<file path="config.mk">
export PLATFORM = sky130hd
export DESIGN_NAME = cell_config_writer
export DESIGN_NICKNAME = d
export VERILOG_FILES = /design/src/rtl/cfg_pkg.sv /design/src/rtl/nibble_unpacker.sv /design/src/rtl/cell_config_writer.sv
export SDC_FILE = /design/constraint.sdc
export NUM_CORES = 1
export LEC_CHECK = 0
export BUFFER_PORTS_ARGS = -buffer_cell sky130_fd_sc_hd__buf_2
export CAP_MARGIN = 10
export CORE_ASPECT_RATIO = 0.9
export CORE_MARGIN = 1
export CORE_UTILIZATION = 35
export CTS_CLUSTER_DIAMETER = 40
export CTS_CLUSTER_SIZE = 24
export DETAILED_ROUTE_END_ITERATION = 10
export HOLD_SLACK_MARGIN = 0.12
export SLEW_MARGIN = 10
export SYNTH_ARGS = -nofsm -noshare
export SYNTH_HDL_FRONTEND = slang
export SYNTH_HIERARCHICAL = 1
export SYNTH_SLANG_ARGS = --single-unit
</file>
<file path="constraint.sdc">
create_clock -name clk -period 4.1 [get_ports clk]
set_input_delay 1.23 -clock clk [delete_from_list [all_inputs] [get_ports clk]]
set_output_delay 1.23 -clock clk [all_outputs]
set_load 0.05 [all_outputs]
</file>
<file path="src/rtl/cfg_pkg.sv">
// rtl/cfg_pkg.sv - shared types and constants for the cell configuration path
// Contents: FSM state enum, cell RAM width, cell RAM bit positions (shared with the cell array).
package cfg_pkg;

  localparam int CELL_RAM_W = 4;

  // Bit positions inside the 4-bit cell RAM word {STATE, NULL, RAM1, RAM0}
  localparam int RAM0      = 0;
  localparam int RAM1      = 1;
  localparam int NULL_BIT  = 2;
  localparam int STATE_BIT = 3;

  typedef enum logic [2:0] {
    ST_IDLE,
    ST_FETCH,
    ST_SETUP,
    ST_STROBE,
    ST_DONE
  } state_e;

endpackage

</file>
<file path="src/rtl/nibble_unpacker.sv">
// rtl/nibble_unpacker.sv - genome word register with 4-bit nibble select
// Ports:
//   clk, rst_n : clock, asynchronous active-low reset
//   load_i     : capture data_i into the word register this cycle
//   data_i     : incoming packed word
//   sel_i      : nibble index to present on nibble_o
//   nibble_o   : selected nibble (taken from data_i while loading so the
//                first nibble is available in the capture cycle)
module nibble_unpacker
  import cfg_pkg::*;
#(
  parameter int DATA_W = 32,
  parameter int NIB_W  = 3
) (
  input  logic                  clk,
  input  logic                  rst_n,
  input  logic                  load_i,
  input  logic [DATA_W-1:0]     data_i,
  input  logic [NIB_W-1:0]      sel_i,
  output logic [CELL_RAM_W-1:0] nibble_o
);

  logic [DATA_W-1:0] word_q;
  logic [DATA_W-1:0] src;

  always_ff @(posedge clk or negedge rst_n) begin
    if (!rst_n) begin
      word_q <= '0;
    end else if (load_i) begin
      word_q <= data_i;
    end
  end

  assign src      = load_i ? data_i : word_q;
  assign nibble_o = src[sel_i*CELL_RAM_W +: CELL_RAM_W];

endmodule

</file>
<file path="src/rtl/cell_config_writer.sv">
// rtl/cell_config_writer.sv - unpacks genome words into per-cell RAM writes with one-hot strobes
// Optional feature macro: CFG_CHECKSUM_EN (adds cfg_checksum output).
// Ports:
//   clk, rst_n       : clock, asynchronous active-low reset
//   start, abort     : begin a full array load / cancel the current load
//   in_data/in_valid/in_ready : packed genome word stream
//   cell_ram         : broadcast RAM-set value {STATE, NULL, RAM1, RAM0}
//   cell_write_en    : one-hot per-cell write strobe
//   cell_index       : cell currently being written
//   busy, done       : load in progress / one-cycle completion pulse
//   cfg_checksum     : XOR of all strobed nibbles (CFG_CHECKSUM_EN only)
module cell_config_writer
  import cfg_pkg::*;
#(
  parameter int N_CELLS = 64,
  parameter int DATA_W  = 32
) (
  input  logic                         clk,
  input  logic                         rst_n,
  input  logic                         start,
  input  logic                         abort,
  input  logic [DATA_W-1:0]            in_data,
  input  logic                         in_valid,
  output logic                         in_ready,
  output logic [CELL_RAM_W-1:0]        cell_ram,
  output logic [N_CELLS-1:0]           cell_write_en,
  output logic [$clog2(N_CELLS)-1:0]   cell_index,
  output logic                         busy,
`ifdef CFG_CHECKSUM_EN
  output logic [CELL_RAM_W-1:0]        cfg_checksum,
`endif
  output logic                         done
);

  localparam int CPW   = DATA_W / CELL_RAM_W;
  localparam int IDX_W = $clog2(N_CELLS);
  localparam int NIB_W = (CPW > 1) ? $clog2(CPW) : 1;
  localparam logic [IDX_W-1:0] LAST_IDX = IDX_W'(N_CELLS - 1);
  localparam logic [NIB_W-1:0] LAST_NIB = NIB_W'(CPW - 1);

  state_e                  state_q, state_d;
  logic [IDX_W-1:0]        idx_q, idx_d;
  logic [NIB_W-1:0]        nib_q, nib_d;
  logic                    in_ready_q, in_ready_d;
  logic                    busy_q, busy_d;
  logic                    done_q, done_d;
  logic [CELL_RAM_W-1:0]   cell_ram_q, cell_ram_d;
  logic [N_CELLS-1:0]      we_q, we_d;
  logic                    word_load;
  logic [CELL_RAM_W-1:0]   nibble;

  nibble_unpacker #(
    .DATA_W (DATA_W),
    .NIB_W  (NIB_W)
  ) u_unpack (
    .clk      (clk),
    .rst_n    (rst_n),
    .load_i   (word_load),
    .data_i   (in_data),
    .sel_i    (nib_d),
    .nibble_o (nibble)
  );

  always_comb begin
    state_d   = state_q;
    idx_d     = idx_q;
    nib_d     = nib_q;
    word_load = 1'b0;
    unique case (state_q)
      ST_IDLE: begin
        if (start) begin
          state_d = ST_FETCH;
          idx_d   = '0;
        end
      end
      ST_FETCH: begin
        if (in_valid && in_ready_q) begin
          word_load = 1'b1;
          nib_d     = '0;
          state_d   = ST_SETUP;
        end
      end
      ST_SETUP: state_d = ST_STROBE;
      ST_STROBE: begin
        if (idx_q == LAST_IDX) begin
          // Unused upper nibbles of a partial last word are simply dropped.
          state_d = ST_DONE;
          idx_d   = '0;
        end else begin
          idx_d = idx_q + 1'b1;
          if (nib_q == LAST_NIB) begin
            state_d = ST_FETCH;
          end else begin
            nib_d   = nib_q + 1'b1;
            state_d = ST_SETUP;
          end
        end
      end
      ST_DONE: state_d = ST_IDLE;
      default: state_d = ST_IDLE;
    endcase

    // abort wins over start and over a same-cycle word handshake
    if (abort && (state_q != ST_IDLE)) begin
      state_d   = ST_IDLE;
      idx_d     = '0;
      word_load = 1'b0;
    end

    // Outputs are decoded from the next state so they register in step with it.
    in_ready_d = (state_d == ST_FETCH);
    busy_d     = (state_d == ST_FETCH) || (state_d == ST_SETUP) || (state_d == ST_STROBE);
    done_d     = (state_d == ST_DONE);
    we_d       = '0;
    if (state_d == ST_STROBE) we_d[idx_q] = 1'b1;
    // cell_ram only changes on entry to SETUP, so it is stable a full cycle before the strobe.
    cell_ram_d = (state_d == ST_SETUP) ? nibble : cell_ram_q;
  end

  always_ff @(posedge clk or negedge rst_n) begin
    if (!rst_n) begin
      state_q    <= ST_IDLE;
      idx_q      <= '0;
      nib_q      <= '0;
      in_ready_q <= 1'b0;
      busy_q     <= 1'b0;
      done_q     <= 1'b0;
      cell_ram_q <= '0;
      we_q       <= '0;
    end else begin
      state_q    <= state_d;
      idx_q      <= idx_d;
      nib_q      <= nib_d;
      in_ready_q <= in_ready_d;
      busy_q     <= busy_d;
      done_q     <= done_d;
      cell_ram_q <= cell_ram_d;
      we_q       <= we_d;
    end
  end

  assign in_ready      = in_ready_q;
  assign busy          = busy_q;
  assign done          = done_q;
  assign cell_ram      = cell_ram_q;
  assign cell_write_en = we_q;
  assign cell_index    = idx_q;

`ifdef CFG_CHECKSUM_EN
  logic [CELL_RAM_W-1:0] csum_q;

  always_ff @(posedge clk or negedge rst_n) begin
    if (!rst_n) begin
      csum_q <= '0;
    end else if ((state_q == ST_IDLE) && start) begin
      csum_q <= '0;
    end else if (state_q == ST_STROBE) begin
      csum_q <= csum_q ^ cell_ram_q;
    end
  end

  assign cfg_checksum = csum_q;
`endif

endmodule

</file>
==> summary.md <==
| Metric | Value |
|---|---|
| Run status | completed |
| Switching part of the total power | about 34% |
| Cell count after synthesis | 377 |
| Final worst-path cycle share | about four fifths |
| Cell family with most CP delay | compound AO/OA/AOI/OAI gates |
| Largest net degree at the start of global routing | 71 |
| Max incr delay on CP | 550 ps |
| Cell taking the most area after synthesis | dfrtp_1 |
| Vias per cell | 5.096 |
| Peak VDD IR | 309.1 uV |
| Clock share of power | between 30 and 40% |
| Ys flop type | dfrtp_1 |
| Synthesized Nets | 416 |
| Final hold vios | 0 |
| DRC violations left | 0 |
| WS Path Type | flop to flop |
| H-tree depth | 4 |
| DP HPWL | 8256 um |
| Die height | roughly 120 um |
| GPL Wtd Cong | 0.7834 |
| Arr. time, crit path | 3540 ps |
| CTS tree | yes |
| All-Layer GR Usage | 17.18% |
| Async set or reset register ratio after synthesis | between 90% and 100% |
| TNS Setup | 0 ps |
| Drt total wl | 12190 um |
| Synth top area cells | dfrtp_1 (55%), nor4_2 (9.2%), mux2_2 (6.9%) |
| Worst Setup Start Kind | flop |
| Most frequent cells in the layout | dfrtp_1 (115), buf_2 (112), nor4_2 (38) |
| Worst path slowest cell | dfrtp_1 |
| CP required | 4400 ps |
| YS warnings | 6 |
| Ordered cell list for the critical path | ha_1 -> nand2_1 -> o211ai_1 -> nand3_1 -> o21ai_1 -> buf_4 -> mux4_2 -> o22ai_1 -> a211oi_1 -> mux2_1 |
| Starting Density | 36.41% |
| Tmin final | about 3200 ps |
| Crit. End Element | flop |
| Synth cell types | 59 |
| Root buffer cell | clkbuf_16 |
| Placed cell areas | 5894 sq um |
| WP buf/inv | 1 |
| Vias in the first global route | 3632 |
| Number of synthesized flops with an enable pin | 0 |
| Sequential share of power | 35.6% |
| Mapped Area | 5192 sq um |
| Row Count | 41 |
| 1st-iter DRT viols | roughly 140 |
| Worst-path clk slew | 60 ps |
| Nets | 519 |
| Core Area | 14260 sq um |
| CTS buffer count | 17 |
| Die Wd | 130.4 um |
| ANT nets after route | 0 |
| Top Ports | 114 |
| Post-CTS sizing | 0 |
| Max frequency | between 0.3 and 0.4 GHz |
| Post-synthesis sequential area ratio | 55.42% |
| Most common cell after layout, fill and taps aside | dfrtp_1 |
| Util after Layout | 45.44% |
| RSZ-0062 raised after global routing | no |
| Cts hold-fix bufs | 0 |
| Worst slew margin | roughly 42% |
| Psw | 0.001419 W |
| Final Worst Setup Slack | 858.6 ps |
| Internal | between 0.002 and 0.003 W |
| Leak Pwr | ~3.0 nW |
| WHS | 500.5 ps |
| Gr ovfl total | 0 |
| Worst slack at placement | 431.0 ps |
| DR vias | 3496 |
| CTS max path bufs | 2 |
| Yosys reg bits | approximately 120 |
| Setup Skew | between 7 and 8 ps |
| First-pass GRT wire length | 19750 um |
| Max-Cap Viols | 0 |
| Fin area | 6480 sq um |
| Num Clock Sinks | about 120 |
| Fill count | 1335 |
| Min-delay worst type | flop to flop |
| Fin. max-slew vios | 0 |
| Worst Tran Pin Value | between 800 and 900 ps |
| Drt wl/cell | 17.76 um |
| Post-CTS Setup Bufs | 0 |
| Avg Cell Area, Syn | 13.77 sq um |
| PortBufs | 113 |
| Initial antenna violation count | 0 |
| Pwr per Cell Area | approximately 640 nW/um^2 |
| Max FO, Critical Path | 11 |
| Diode count | 0 |
| Clock Latency Late Sink | around 420 ps |
| Number of detailed-route iterations in the first pass | 4 |
| Final setup vio count | 0 |
| Synthesis-to-layout area growth | 24.80% |
| Layout cells sized above 1 | 49.29% |
| DIE AREA | roughly 15000 sq um |
| Gate power share | 29.9% |
| Post-synth top area share | 55.42% |
[cell usage after synthesis (3+ instances only)]
cell type	number
o31ai_1	3
dfrtp_1	115
clkbuf_1	11
nand2b_1	3
nor4_1	26
nor2_1	8
a21oi_1	4
mux2_2	32
nand3_1	4
nor4_2	38
and4b_1	3
o21ai_1	7
mux4_1	6
or2_1	4
buf_6	5
buf_1	6
mux2i_1	4
mux2_1	4
a21o_1	3
inv_1	3
or3_1	3
mux4_2	6
nand3b_1	6
buf_2	13
nor2b_1	5
nand2_1	8
o21ai_0	3
or3b_2	4
[flip-flops by register name, indices dropped and copies added (netlist names)]
register,cells
cell_write_en,64
state_q,3
cell_ram,4
done,1
nib_q,3
u_unpack/word_q,32
busy,1
in_ready,1
cell_index,6
[stage by stage]
stage	cells	total power (W)
3_3_place_gp	654	0.002692
6_report	686	0.004159
5_1_grt	686	0.004372
3_5_place_dp	654	0.002743
4_1_cts	686	0.004188
2_1_floorplan	377	0.002496
[kinds of logic after synthesis]
kind of cell,synth area share [%]
and+or+nand+nor,19.61
DFF,55.42
muxes,14.70
buffers and inverters,4.602
AOI/OAI and AO/OA,5.181
adders and majority gates,0.4819
[power groups by stage]
stage                     combinational [W]  clock [W]  sequential, W
after global routing                0.00135    0.00151        0.00151
after detailed placement            0.00125          0        0.00149
final                               0.00124    0.00143        0.00148
after floorplan                    0.000938          0        0.00156
after CTS                           0.00125    0.00146        0.00148
after global placement              0.00121          0        0.00149
[cell type report]
type                    count  area, sq um  area share (%)
multi-input cells         219         2100           32.40
clock buffers              22        484.2           7.472
well taps                 193        241.5           3.727
inverters                   5        18.77          0.2896
clock inverters            10        97.59           1.506
repair buffers            122        660.6           10.20
flip-flops and latches    115         2878           44.41
[per-layer routing]
layer | routed length (um) | GRT usage [%]
met1 | 5736 | 23.16
met5 | 0 | 0
met2 | 5625 | 25.50
met3 | 675 | 5.682
met4 | 148 | 6.394
[worst paths after layout]
path | from | endpoint | slack [ps] | depth (start not counted)
setup / recovery | cell_index[1] | cell_ram[3] | 860 | 10
setup reg to reg | cell_index[1] | cell_ram[3] | 860 | 10
min in group asynchronous | rst_n | cell_write_en[18] | 930 | 1
hold reg to reg | u_unpack/word_q[13] | u_unpack/word_q[13] | 500 | 1
max in group asynchronous | rst_n | u_unpack/word_q[0] | 2420 | 2
hold / removal | u_unpack/word_q[13] | u_unpack/word_q[13] | 500 | 1
Note: power is estimated with default switching activity, not from simulation.
